[src/rtl/mc_pkg.sv]
// Shared definitions for the multicycle MIPS main control: state encoding,
// opcodes, ALU/mux select codes and trap causes.
package mc_pkg;

   typedef enum logic [3:0] {
      FETCH    = 4'd0,
      DECODE   = 4'd1,
      MEMADR   = 4'd2,
      MEMRD    = 4'd3,
      MEMWB    = 4'd4,
      MEMWR    = 4'd5,
      RTYPE_EX = 4'd6,
      RTYPE_WB = 4'd7,
      ADDI_EX  = 4'd8,
      ADDI_WB  = 4'd9,
      BRANCH   = 4'd10,
      JUMP     = 4'd11,
      TRAP     = 4'd12
   } state_t;

   localparam logic [5:0] OP_RTYPE = 6'b000000;
   localparam logic [5:0] OP_LW    = 6'b100011;
   localparam logic [5:0] OP_SW    = 6'b101011;
   localparam logic [5:0] OP_BEQ   = 6'b000100;
   localparam logic [5:0] OP_BNE   = 6'b000101;
   localparam logic [5:0] OP_ADDI  = 6'b001000;
   localparam logic [5:0] OP_J     = 6'b000010;

   localparam logic [1:0] ALUOP_ADD   = 2'b00;
   localparam logic [1:0] ALUOP_SUB   = 2'b01;
   localparam logic [1:0] ALUOP_FUNCT = 2'b10;

   localparam logic [1:0] SRCB_B       = 2'b00;
   localparam logic [1:0] SRCB_FOUR    = 2'b01;
   localparam logic [1:0] SRCB_IMM     = 2'b10;
   localparam logic [1:0] SRCB_IMM_SH2 = 2'b11;

   localparam logic [1:0] PCSRC_ALU    = 2'b00;
   localparam logic [1:0] PCSRC_ALUOUT = 2'b01;
   localparam logic [1:0] PCSRC_JUMP   = 2'b10;

   localparam logic [1:0] CAUSE_NONE    = 2'b00;
   localparam logic [1:0] CAUSE_ILLEGAL = 2'b01;
   localparam logic [1:0] CAUSE_TIMEOUT = 2'b10;

   // States that sit on the unified memory port waiting for mem_ready.
   function automatic logic is_mem_state(input state_t s);
      return (s == FETCH) || (s == MEMRD) || (s == MEMWR);
   endfunction

endpackage

[src/rtl/mc_mem_wait.sv]
// Memory-ready wait counter; pulses timeout when a memory state has waited
// MEM_TIMEOUT cycles and mem_ready is still low (MEM_TIMEOUT = 0 disables).
module mc_mem_wait #(
   parameter int MEM_TIMEOUT = 15,
   parameter int TMO_W       = 4
) (
   input  logic clk,
   input  logic reset,
   input  logic in_mem_state,
   input  logic mem_ready,
   output logic timeout
);

   localparam logic             TMO_EN = (MEM_TIMEOUT != 0);
   localparam logic [TMO_W-1:0] LIMIT  = TMO_W'(MEM_TIMEOUT);

   logic [TMO_W-1:0] count_reg;
   logic [TMO_W-1:0] count_next;

   // Every exit from a memory state is either mem_ready or a trap, so clearing
   // on "not waiting" gives a zero count on entry to the next memory state.
   always_comb begin
      count_next = count_reg;
      if (!in_mem_state || mem_ready) begin
         count_next = '0;
      end else if (count_reg != '1) begin
         count_next = count_reg + TMO_W'(1);
      end
   end

   always_ff @(posedge clk) begin
      if (reset) begin
         count_reg <= '0;
      end else begin
         count_reg <= count_next;
      end
   end

   assign timeout = TMO_EN && in_mem_state && !mem_ready && (count_reg == LIMIT);

endmodule

[src/rtl/mc_control.sv]
// Multicycle main control FSM (Moore outputs decoded from state).
// Optional: define MC_CONTROL_BNE_EN to decode bne into BRANCH with branch_ne=1.
module mc_control #(
   parameter int MEM_TIMEOUT = 15,
   parameter int TMO_W       = 4
) (
   input  logic       clk,
   input  logic       reset,
   input  logic [5:0] op,
   input  logic       mem_ready,
   output logic       pcwrite,
   output logic       pcwritecond,
   output logic       branch_ne,
   output logic       iord,
   output logic       memread,
   output logic       memwrite,
   output logic       irwrite,
   output logic       regdst,
   output logic       memtoreg,
   output logic       regwrite,
   output logic       alusrca,
   output logic [1:0] alusrcb,
   output logic [1:0] pcsource,
   output logic       aluop1,
   output logic       aluop0,
   output logic       trap,
   output logic [1:0] trap_cause
);
   import mc_pkg::*;

   state_t     state_reg;
   state_t     state_next;
   logic       trap_reg;
   logic [1:0] cause_reg;
   logic [1:0] cause_next;
   logic       timeout;
   logic [1:0] aluop;

   mc_mem_wait #(
      .MEM_TIMEOUT(MEM_TIMEOUT),
      .TMO_W      (TMO_W)
   ) u_wait (
      .clk         (clk),
      .reset       (reset),
      .in_mem_state(is_mem_state(state_reg)),
      .mem_ready   (mem_ready),
      .timeout     (timeout)
   );

   always_ff @(posedge clk) begin
      if (reset) begin
         state_reg <= FETCH;
         trap_reg  <= 1'b0;
         cause_reg <= CAUSE_NONE;
      end else begin
         state_reg <= state_next;
         trap_reg  <= (state_next == TRAP);
         cause_reg <= cause_next;
      end
   end

   always_comb begin
      state_next = state_reg;
      cause_next = cause_reg;
      case (state_reg)
         FETCH: begin
            if (mem_ready) begin
               state_next = DECODE;
            end else if (timeout) begin
               state_next = TRAP;
               cause_next = CAUSE_TIMEOUT;
            end
         end
         DECODE: begin
            case (op)
               OP_RTYPE:     state_next = RTYPE_EX;
               OP_LW, OP_SW: state_next = MEMADR;
               OP_BEQ:       state_next = BRANCH;
`ifdef MC_CONTROL_BNE_EN
               OP_BNE:       state_next = BRANCH;
`endif
               OP_ADDI:      state_next = ADDI_EX;
               OP_J:         state_next = JUMP;
               default: begin
                  state_next = TRAP;
                  cause_next = CAUSE_ILLEGAL;
               end
            endcase
         end
         MEMADR:   state_next = op[3] ? MEMWR : MEMRD;
         MEMRD: begin
            if (mem_ready) begin
               state_next = MEMWB;
            end else if (timeout) begin
               state_next = TRAP;
               cause_next = CAUSE_TIMEOUT;
            end
         end
         MEMWB:    state_next = FETCH;
         MEMWR: begin
            if (mem_ready) begin
               state_next = FETCH;
            end else if (timeout) begin
               state_next = TRAP;
               cause_next = CAUSE_TIMEOUT;
            end
         end
         RTYPE_EX: state_next = RTYPE_WB;
         RTYPE_WB: state_next = FETCH;
         ADDI_EX:  state_next = ADDI_WB;
         ADDI_WB:  state_next = FETCH;
         BRANCH:   state_next = FETCH;
         JUMP:     state_next = FETCH;
         TRAP:     state_next = TRAP;
         default:  state_next = FETCH;
      endcase
   end

   always_comb begin
      pcwrite     = 1'b0;
      pcwritecond = 1'b0;
      branch_ne   = 1'b0;
      iord        = 1'b0;
      memread     = 1'b0;
      memwrite    = 1'b0;
      irwrite     = 1'b0;
      regdst      = 1'b0;
      memtoreg    = 1'b0;
      regwrite    = 1'b0;
      alusrca     = 1'b0;
      alusrcb     = SRCB_B;
      pcsource    = PCSRC_ALU;
      aluop       = ALUOP_ADD;
      case (state_reg)
         FETCH: begin
            memread = 1'b1;
            alusrcb = SRCB_FOUR;
            irwrite = mem_ready;
            pcwrite = mem_ready;
         end
         DECODE:  alusrcb = SRCB_IMM_SH2;
         MEMADR: begin
            alusrca = 1'b1;
            alusrcb = SRCB_IMM;
         end
         MEMRD: begin
            memread = 1'b1;
            iord    = 1'b1;
         end
         MEMWB: begin
            regwrite = 1'b1;
            memtoreg = 1'b1;
         end
         MEMWR: begin
            memwrite = 1'b1;
            iord     = 1'b1;
         end
         RTYPE_EX: begin
            alusrca = 1'b1;
            aluop   = ALUOP_FUNCT;
         end
         RTYPE_WB: begin
            regwrite = 1'b1;
            regdst   = 1'b1;
         end
         ADDI_EX: begin
            alusrca = 1'b1;
            alusrcb = SRCB_IMM;
         end
         ADDI_WB:  regwrite = 1'b1;
         BRANCH: begin
            alusrca     = 1'b1;
            aluop       = ALUOP_SUB;
            pcwritecond = 1'b1;
            pcsource    = PCSRC_ALUOUT;
`ifdef MC_CONTROL_BNE_EN
            branch_ne   = op[0];
`endif
         end
         JUMP: begin
            pcwrite  = 1'b1;
            pcsource = PCSRC_JUMP;
         end
         default: ;
      endcase
      // A reset arriving mid-instruction must not commit any architectural write.
      if (reset) begin
         pcwrite     = 1'b0;
         pcwritecond = 1'b0;
         memwrite    = 1'b0;
         irwrite     = 1'b0;
         regwrite    = 1'b0;
      end
   end

   assign aluop1     = aluop[1];
   assign aluop0     = aluop[0];
   assign trap       = trap_reg;
   assign trap_cause = cause_reg;

endmodule
[config.mk]
export PLATFORM = sky130hd
export DESIGN_NAME = mc_control
export DESIGN_NICKNAME = d
export VERILOG_FILES = /design/src/rtl/mc_pkg.sv /design/src/rtl/mc_mem_wait.sv /design/src/rtl/mc_control.sv
export SDC_FILE = /design/constraint.sdc
export NUM_CORES = 1
export LEC_CHECK = 0
export ABC_AREA = 1
export BUFFER_PORTS_ARGS = -buffer_cell sky130_fd_sc_hd__clkbuf_2
export CAP_MARGIN = 40
export CORE_ASPECT_RATIO = 1.1
export CORE_UTILIZATION = 36
export CTS_CLUSTER_SIZE = 12
export DETAILED_ROUTE_END_ITERATION = 12
export GPL_ROUTABILITY_DRIVEN = 1
export PLACE_DENSITY = 0.69
export SLEW_MARGIN = 20
export SYNTH_ARGS = -nofsm -noshare
export SYNTH_HDL_FRONTEND = slang
export SYNTH_SLANG_ARGS = --single-unit
export TNS_END_PERCENT = 1
[constraint.sdc]
create_clock -name clk -period 1.8 [get_ports clk]
set_input_delay 0.27 -clock clk [delete_from_list [all_inputs] [get_ports clk]]
set_output_delay 0.27 -clock clk [all_outputs]
set_load 0.02 [all_outputs]
# Word-level counts from Yosys, hierarchy flattened
# Index checks and enable logic that the tools add are counted.
classes:
  mux: 29
  addsub: 1
  eq_ne: 23
  n_reduce_logical: 20
ops:
  columns: ["cell", "n"]
  rows:
  - ["$pmux 4 s8", 1]
  - ["$eq 4x4->1 const B", 7]
  - ["$pmux 4 s5", 1]
  - ["$eq 4x3->1 const B", 4]
  - ["$mux 4", 4]
  - ["$mux 1", 14]
  - ["$eq 6x6->1 const B", 2]
  - ["$pmux 2 s2", 3]
  - ["$reduce_or 2->1", 5]
  - ["$eq 4x2->1 const B", 2]
  - ["$eq 6x2->1 const B", 1]
  - ["$eq 6x3->1 const B", 1]
  - ["$eq 6x4->1 const B", 1]
  - ["$logic_not 6->1", 1]
  - ["$mux 2", 3]
  - ["$pmux 2 s3", 1]
  - ["$reduce_or 3->1", 2]
  - ["$reduce_or 6->1", 1]
  - ["$add 4x1->4 const B", 1]
  - ["$eq 4x1->1 const B", 1]
  - ["$logic_not 4->1", 1]
  - ["$ne 2x2->1 const B", 2]
  - ["$ne 4x4->1 const B", 1]
  - ["$reduce_and 4->1", 1]
  - ["8 further kinds", 12]
word_totals:
  ff_bits: 11
  input_bits: 9
  out_inout_bits: 20

# Longest topological paths before layout
# Gate-level depths: netlist of the first run.
depth:
  word_depth: 9
  mapped_depth: 10
  depth_no_buf: 10

# Modules after synthesis
# From an unflattened synthesis of the first run, not the netlist that was laid out.
unflattened:
  hier_cells: 150
  hier_area_um2: 862.1
by_module_without_submodules:
  columns: ["mod", "cells_each", "seq_area_each_um2", "area_each_um2", "n_inst"]
  rows:
  - ["mc_control", 118, 140.1, 644.4, 1]
  - ["mc_mem_wait", 32, 80.1, 217.7, 1]

# Worst setup path before layout of the first run
# OpenSTA, ideal clock, no wires.
synth_timing:
  path_type: "reg2out"
  from: "reg state_reg[1]"
  to: "out pcwritecond"
  arrival_time_ns: 1.389
  n_path_buf: 0
  path_slack_ns: 0.141
  path_stages_with_launch: 7
  t_required_ns: 1.530
  path_cell_list: "dfxtp_1 > inv_1 > nor2_1 > inv_1 > nor2_1 > inv_1 > nor2_1"
synth_between:
  elab_chain_len: 3
synth_rtl:
  columns: ["item", "line", "text"]
  rows:
  - ["start, declared", "mc_control.sv:31", "state_t state_reg;"]
  - ["start signal, assigned", "mc_control.sv:56", "state_reg <= state_next;"]
  - ["$eq 4x4->1", "mc_control.sv:134", "case (state_reg)"]
  - ["$mux 1", "mc_control.sv:134", null]
  - ["$mux 1", "mc_control.sv:187", "if (reset) begin"]
  - ["end, declared", "mc_control.sv:12", "output logic pcwritecond,"]
# No other way between the ends.

# Final worst setup path of the first run
layout_timing:
  from: "reg state_reg[0]"
  to: "out alusrcb[1]"
layout_between:
  elab_chain_len: 3
  word_cells_on_any_way: 6
layout_rtl:
  columns: ["item", "line", "text"]
  rows:
  - ["$eq 4x4->1 or $eq 4x2->1 (tied branches)", "mc_control.sv:134", null]
  - ["$reduce_or 2->1 (no line)", null, null]
  - ["$pmux 2 s3 (*)", "mc_control.sv:134", null]
  - ["end, declared", "mc_control.sv:22", "output logic [1:0] alusrcb,"]
# Mark *: on every way between the ends. The rest lies on a longest branch, timed or not.

==> results.txt, run 1 <==
status - complete, no violations
PwrDens - 900 nW/um^2
worst min-delay path class - input pin to flip-flop
core area - 2250 um^2
die area - 2610 um^2
Worst Skew - 0.232 ps
Post-synth EDFFs - 0
fillers - 233
layout cells sized above 1 - 33.7%
DP Wirelength - 1.67 mm
Placed Cells - 195
Crit. End Element - output port
CP max FO - 5
Die H - 53.5 um
worst r2r dst - trap_cause[1]
Setup crit start kind - flip-flop
Num Clock Sinks - 11
Crit Path Class - flip-flop to output port
Hold Path End - trap_cause[1]
WP data arrival - 1420 ps
Finished Layout Cells - 199
largest net degree at the start of global routing - 10
Final Max Tran Viols - 0
min-delay src - reset
yosys warns - 0
Final period util - 94.0%
H-tree depth - 1
Seq/Total Area, Yosys - 25.4%
cts bufs inserted - 3
Worst R2R Path Depth - 8
Reg clk slew, reported paths - 70 ps
Pre-antenna DRT Iters - 4
Via Count - 955
syn avg cell area - 6.20 um^2
Syn Nets - 150
FFs w/ async S/R, synth - 0%
reg2reg start - u_wait.count_reg[0]
initial DRC count - 14
clk root buf - clkbuf_4
postcts setup bufs - 0
Static Leak - 0.572 nW
worst skew pair latency - 270 ps
hold path depth - 2
RSZ-0062 raised after global routing - true
die width - 48.8 um
first-pass GRT wire length - 3.39 mm
Synth Register Bits - 11
drt wl/cell - 10.0 um
DP Area - 1030 um^2
diode count - 0
Maximum Capacitance Violations - 0
Vias/cell - 4.80
CTS tree - built
antenna viol nets, final - 0
CTS max path bufs - 2
reg2reg setup slack - 220 ps
Post-CTS Hold Buffers - 0
Rows - 18
GRT Total Usage - 16.9%
grt total ovfl - 0
DRC viols - 0
final setup violation count - 0
Max Clock Freq - 591 MHz
worst vdd ir - 494 uV
Final min period - 1690 ps
vias in the first global route - 820
PortBufs - 27
Post-Synthesis Cells - 140
area delta synth->final - 24.1%
starting density of the core - 38.6%
final WL - 2.00 mm
post-route cell area - 1080 um^2
# IOs - 29
Power, Total - 0.969 mW
Netlist Area Pre-Place - 868 um^2
initial antenna violation count - 0
Hold Fails Final Rpt - 0
RD Place Congestion - 0.914
critical path required time - 1530 ps
fin nets - 180
Post-synth top flop - dfxtp_1
Synth cell types - 30
final cells by class:
| class | count | area, um^2 | area share [%] |
|---|---|---|---|
| Multi-Input combinational cell | 102 | 557 | 51.7 |
| Sequential cell | 11 | 225 | 20.9 |
| Timing Repair Buffer | 27 | 135 | 12.5 |
| Inverter | 25 | 95.1 | 8.83 |
| Tap cell | 30 | 37.5 | 3.48 |
| Clock buffer | 3 | 22.5 | 2.09 |
| Clock inverter | 1 | 5.00 | 0.465 |
per-layer routing:
layer,GRT usage [%],part of all wire [%]
met1,19.9,48
met2,30.3,48
met3,4.31,4.4
met4,5.39,0
met5,0,0
cell usage in the layout (no fill, tap or decap), drive strengths merged, types with 2 or more instances in the layout:
master	n
clkinv	2
o21ai	4
inv	24
a21oi	8
nand4	4
xnor2	2
nand2	32
nor3	2
dfxtp	11
nand3	15
nor2	27
clkbuf	30
per-stage QoR:
step	setup TNS [ps]	hold WS (ps)	utilization, %	worst slack (ps)
2_1_floorplan	0	472	-	141
3_3_place_gp	0	448	45.7	296
3_5_place_dp	0	452	45.7	246
4_1_cts	0	300	46.9	19.7
5_1_grt	-1.00	311	47.8	-1.00
6_report	0	312	47.8	108
critical path, cell delays in order (launching register included):
cell and delay [ps]:
dfxtp_2 390, inv_1 60, nor2_1 150, inv_1 110
nor2_4 140, inv_1 70, nand3_1 70, clkbuf_2 160
worst max-delay path by stage:
stage,from,end,slack (ps),cells past startpoint
floorplan,state_reg[1],pcwritecond,140,6
global placement,u_wait.count_reg[0],trap_cause[1],300,8
detailed placement,u_wait.count_reg[0],trap_cause[1],250,8
CTS,state_reg[1],pcwritecond,20,7
global route,state_reg[1],pcwritecond,-1,7
finish,state_reg[0],alusrcb[1],110,7
report_power, final:
part / switching (mW) / internal (mW) / total [mW] / leakage, nW
combinational: 0.328 / 0.161 / 0.489 / 0.463
clock: 0.0869 / 0.0822 / 0.169 / 0.0177
sequential: 0.0350 / 0.276 / 0.311 / 0.0912
total: 0.450 / 0.519 / 0.969 / 0.572
cells in the mapped netlist, types with 4 or more instances:
library cell,count,area share [%]
a21oi_1,6,3.5
dfxtp_1,11,25
inv_1,22,9.5
nand2_1,27,12
nand2_2,4,2.9
nand3_1,13,7.5
nand4_1,4,2.9
nor2_1,23,9.9
cells by family after synthesis:
kind of cell	share of synthesized area, %
buffers and inverters	12.2
xor gates and xnor gates	2.02
adders and majority gates	1.44
AOI/OAI and AO/OA	11.5
DFF	25.4
other	0.432
and+or+nand+nor	47.0
repair_timing:
| item | CTS | global route |
|---|---|---|
| endpoints found under the setup margin | 0 | 6 |
| endpoints found under the hold margin | 0 | 0 |
| resized for setup | 0 | 9 |
Note: power is estimated with default switching activity, not from simulation.
==> run 2: changes to the inputs <==
Settings changed: RECOVER_POWER from default to 100.
==> run 2 against run 1 <==
Compared with the run above: register-to-register slack hardly changed; clock-buffer cell count stayed put; via count is 0.21% lower; critical path type unchanged; maximum frequency hardly changed; critical path depth stayed put.
==> results.txt, run 2 (synthesis gave the netlist of run 1 again) <==
fillers - 238
DP Area - 1030 um^2
Rows - 18
Final period util - 93.9%
Worst path top cell family by delay - buffers and inverters
diode count - 0
final setup violation count - 0
CP max FO - 5
slowest cell on the critical path - dfxtp_2
postcts setup bufs - 0
internal power - 0.515 mW
Pre-antenna DRT Iters - 4
pre-CTS WS - 246 ps
Reg clk slew, reported paths - 70 ps
Crit path top cell by count - inv_1
fin nets - 180
final worst slack - 109 ps
RD Place Congestion - 0.914
initial antenna violation count - 0
Static Leak - 0.555 nW
Placed Cells - 195
H-tree depth - 1
Hold Fails Final Rpt - 0
Buffers & Inverters on Critical Path - 4
Comb pwr share - 50.2%
PwrDens - 900 nW/um^2
DP Wirelength - 1.67 mm
Maximum Capacitance Violations - 0
layout cells sized above 1 - 30.8%
drt wl/cell - 10.0 um
switching part of the total power - 46.6%
first-pass GRT wire length - 3.39 mm
antenna viol nets, final - 0
die width - 48.8 um
Crit Path Class - flip-flop to output port
status - complete, no violations
cts bufs inserted - 3
worst-path cell chain - inv_1, nor2_1, inv_1, nor2_4, inv_1, nand3_1, clkbuf_2
starting density of the core - 38.6%
vias in the first global route - 820
Die H - 53.5 um
largest net degree at the start of global routing - 10
Sw Pwr - 0.450 mW
core area - 2250 um^2
Crit. End Element - output port
Worst Skew - 0.233 ps
clk root buf - clkbuf_4
critical path required time - 1530 ps
RSZ-0062 raised after global routing - true
worst hold slack - 311 ps
most frequent cells in the layout - 27 x nand2_1, 22 x inv_1, 22 x clkbuf_2, 19 x nor2_1, 13 x nand3_1
initial DRC count - 13
Vias/cell - 4.79
commonest non-fill, non-tap cell in the layout - nand2_1
Num Clock Sinks - 11
worst skew pair latency - 270 ps
Final min period - 1690 ps
CTS tree - built
Power, Total - 0.964 mW
Finished Layout Cells - 199
WP data arrival - 1420 ps
area delta synth->final - 23.3%
Setup TNS Final - 0 ps
# IOs - 29
Clk pwr share - 17.5%
die area - 2610 um^2
Final Max Tran Viols - 0
worst min-delay path class - input pin to flip-flop
Max Clock Freq - 591 MHz
final WL - 1.99 mm
CTS max path bufs - 2
post-route cell area - 1070 um^2
grt total ovfl - 0
worst vdd ir - 486 uV
Final Core Density - 47.6%
PortBufs - 27
GRT Total Usage - 16.9%
Sequential Power Share - 32.2%
Via Count - 953
slowest stage delay, CP - 390 ps
Setup crit start kind - flip-flop
DRC viols - 0
-- run 2: cell count changes in the layout (fill, tap and decap cells not counted) --
cell,delta
clkbuf_2,-5
clkbuf_1,+5
-- run 2: routing by layer --
metal / part of all wire [%] / vias to the layer above / GRT usage [%]
met3: 4.2 / 0 / 4.31
met4: 0 / 0 / 5.39
met5: 0 / - / 0
li1: - / 506 / -
met1: 48 / 420 / 19.9
met2: 48 / 27 / 30.3
-- run 2: final cells by class --
type	count	area [um^2]	area share [%]
timing repair buffer	27	129	12.0
tap	30	37.5	3.50
clock inverter	1	5.00	0.467
clock buffer	3	22.5	2.10
multi-input combinational	102	557	52.0
inverter	25	95.1	8.88
sequential	11	225	21.0
-- run 2: power groups by stage --
stage | Combinational (mW) | Clock [mW] | Sequential, mW
floorplan | 0.356 | 0 | 0.316
global placement | 0.476 | 0 | 0.308
detailed placement | 0.480 | 0 | 0.310
CTS | 0.482 | 0.175 | 0.304
global route | 0.532 | 0.189 | 0.316
finish | 0.484 | 0.169 | 0.311
-- run 2: repair_timing --
item / CTS / global route
resized for setup: 0 / 9
hold endpoints to repair: 0 / 0
hold buffers: 0 / 0
setup endpoints to repair: 0 / 6
-- run 2: final timing paths --
path / from / endpoint / slack (ps) / cells past startpoint
setup / recovery: state_reg[0] / alusrcb[1] / 110 / 7
hold / removal: reset / trap_cause[1] / 310 / 2
setup reg to reg: u_wait.count_reg[0] / trap_cause[1] / 220 / 8
hold reg to reg: trap_cause[0] / trap_cause[0] / 460 / 2
==> run 3: changes to the inputs <==
Settings changed: SLEW_MARGIN 20 to default.
Clock period 1.8 ns to 2.1 ns, I/O delays scaled along.
==> run 3 against run 2 <==
Compared with the run above: sequential share of layout area rose by 1.1 points; first-iteration DRC count increased by 100%; via count decreased by 1.0%; power is 21% lower; routed wire length grew 1.5%; highest routed layer is now met4; critical path type unchanged; critical path depth fell by 2; largest power group unchanged; largest cell class unchanged; non-clock buffer count is the same.
==> results.txt, run 3 (synthesis gave the netlist of run 1 again) <==
status - complete, no violations
Pre-antenna DRT Iters - 4
first-pass GRT wire length - 3.31 mm
Die H - 53.5 um
final setup violation count - 0
PwrDens - 768 nW/um^2
Final Max Tran Viols - 0
slowest cell on the critical path - nor2_1
most frequent cells in the layout - 29 x nand2_1, 25 x nor2_1, 22 x inv_1
Num Clock Sinks - 11
grt total ovfl - 0
Setup crit start kind - flip-flop
antenna viol nets, final - 0
worst skew pair latency - 270 ps
core area - 2250 um^2
cts bufs inserted - 3
DP Area - 1030 um^2
hold path depth - 2
GRT Total Usage - 16.7%
Power, Total - 0.764 mW
vias in the first global route - 832
Final period util - 92.2%
area delta synth->final - 14.6%
fin nets - 180
Rows - 18
initial antenna violation count - 0
worst r2r dst - trap
die area - 2610 um^2
diode count - 0
Final min period - 1940 ps
Hold Path End - trap
Reg clk slew, reported paths - 70 ps
Crit path top cell by count - nor2_1
Setup TNS Final - 0 ps
die width - 48.8 um
H-tree depth - 1
Placed Cells - 195
CTS tree - built
worst vdd ir - 431 uV
Static Leak - 0.499 nW
Finished Layout Cells - 199
drt wl/cell - 10.2 um
commonest non-fill, non-tap cell in the layout - nand2_1
Hold Fails Final Rpt - 0
largest net degree at the start of global routing - 10
postcts setup bufs - 0
Max Clock Freq - 516 MHz
Post-CTS Resized - 0
reg2reg setup slack - 290 ps
worst min-delay path class - input pin to flip-flop
Buffers & Inverters on Critical Path - 1
starting density of the core - 38.6%
DRC viols - 0
Worst Skew - 0.562 ps
Worst path top cell family by delay - simple AND/OR/NAND/NOR gates
PortBufs - 27
CP max FO - 6
DP Wirelength - 1.70 mm
Maximum Capacitance Violations - 0
Via Count - 943
CTS max path bufs - 2
RSZ-0062 raised after global routing - false
WP data arrival - 1620 ps
post-route cell area - 995 um^2
Post-CTS Hold Buffers - 0
min-delay src - reset
worst hold slack - 365 ps
final WL - 2.02 mm
Crit Path Class - flip-flop to output port
slowest stage delay, CP - 370 ps
critical path required time - 1780 ps
RD Place Congestion - 0.879
worst-path cell chain - nor2_1, nand2_2, nor2_1, o21a_1, clkbuf_2
clk root buf - clkbuf_4
reg2reg start - state_reg[3]
Worst R2R Path Depth - 9
Crit. End Element - output port
layout cells sized above 1 - 16.0%
Vias/cell - 4.74
# IOs - 29
initial DRC count - 26
[run 3: cell count changes in the layout (fill, tap and decap cells not counted), moves of 2 or more]
cell,change
clkbuf_2,-8
nor2_4,-3
clkinv_2,-2
dfxtp_1,+4
dfxtp_2,-4
clkbuf_1,+9
nor2_2,-3
nor2_1,+6
o21ai_0,+2
nand2_1,+2
[run 3: metrics by stage]
step / utilization [%] / setup slack (ps)
4_1_cts: 46.9 / 287
3_5_place_dp: 45.7 / 572
3_3_place_gp: 45.7 / 591
6_report: 44.2 / 164
5_1_grt: 44.2 / 49.8
2_1_floorplan: - / 396
[run 3: report_power, final]
group / leakage (nW) / switching [mW] / internal (mW)
clock: 0.0150 / 0.0715 / 0.0736
combinational: 0.395 / 0.255 / 0.108
sequential: 0.0895 / 0.0222 / 0.234
total: 0.499 / 0.349 / 0.415
[run 3: cell type report]
type,instances,area (um^2)
Timing Repair Buffer,27,119
Inverter,25,95.1
Fill cell,256,1260
Multi-Input combinational cell,102,497
Sequential cell,11,220
Tap cell,30,37.5
Clock buffer,4,26.3
[run 3: worst max-delay path by stage]
stage	startpoint	endpoint	cells past startpoint
3_3_place_gp	state_reg[1]	pcwritecond	7
5_1_grt	state_reg[3]	alusrcb[1]	6
6_report	state_reg[3]	pcwrite	5
3_5_place_dp	u_wait.count_reg[0]	trap_cause[1]	8
4_1_cts	state_reg[1]	pcwritecond	7
2_1_floorplan	state_reg[1]	pcwritecond	6
[run 3: worst reg2reg max path: cells and delay by family (launching register included)]
| family | cells | cell delay (ps) |
|---|---|---|
| flip-flops | 1 | 360 |
| AO/OA/AOI/OAI | 1 | 100 |
| AND/OR/NAND/NOR | 8 | 1290 |
[run 3: layer usage]
layer	global-route usage (%)	share of wire, %	vias to the layer above
met5	0	0	-
met4	5.88	1.0	0
met3	3.45	5.6	5
met2	31.3	48	30
met1	19.0	46	407
li1	-	-	501
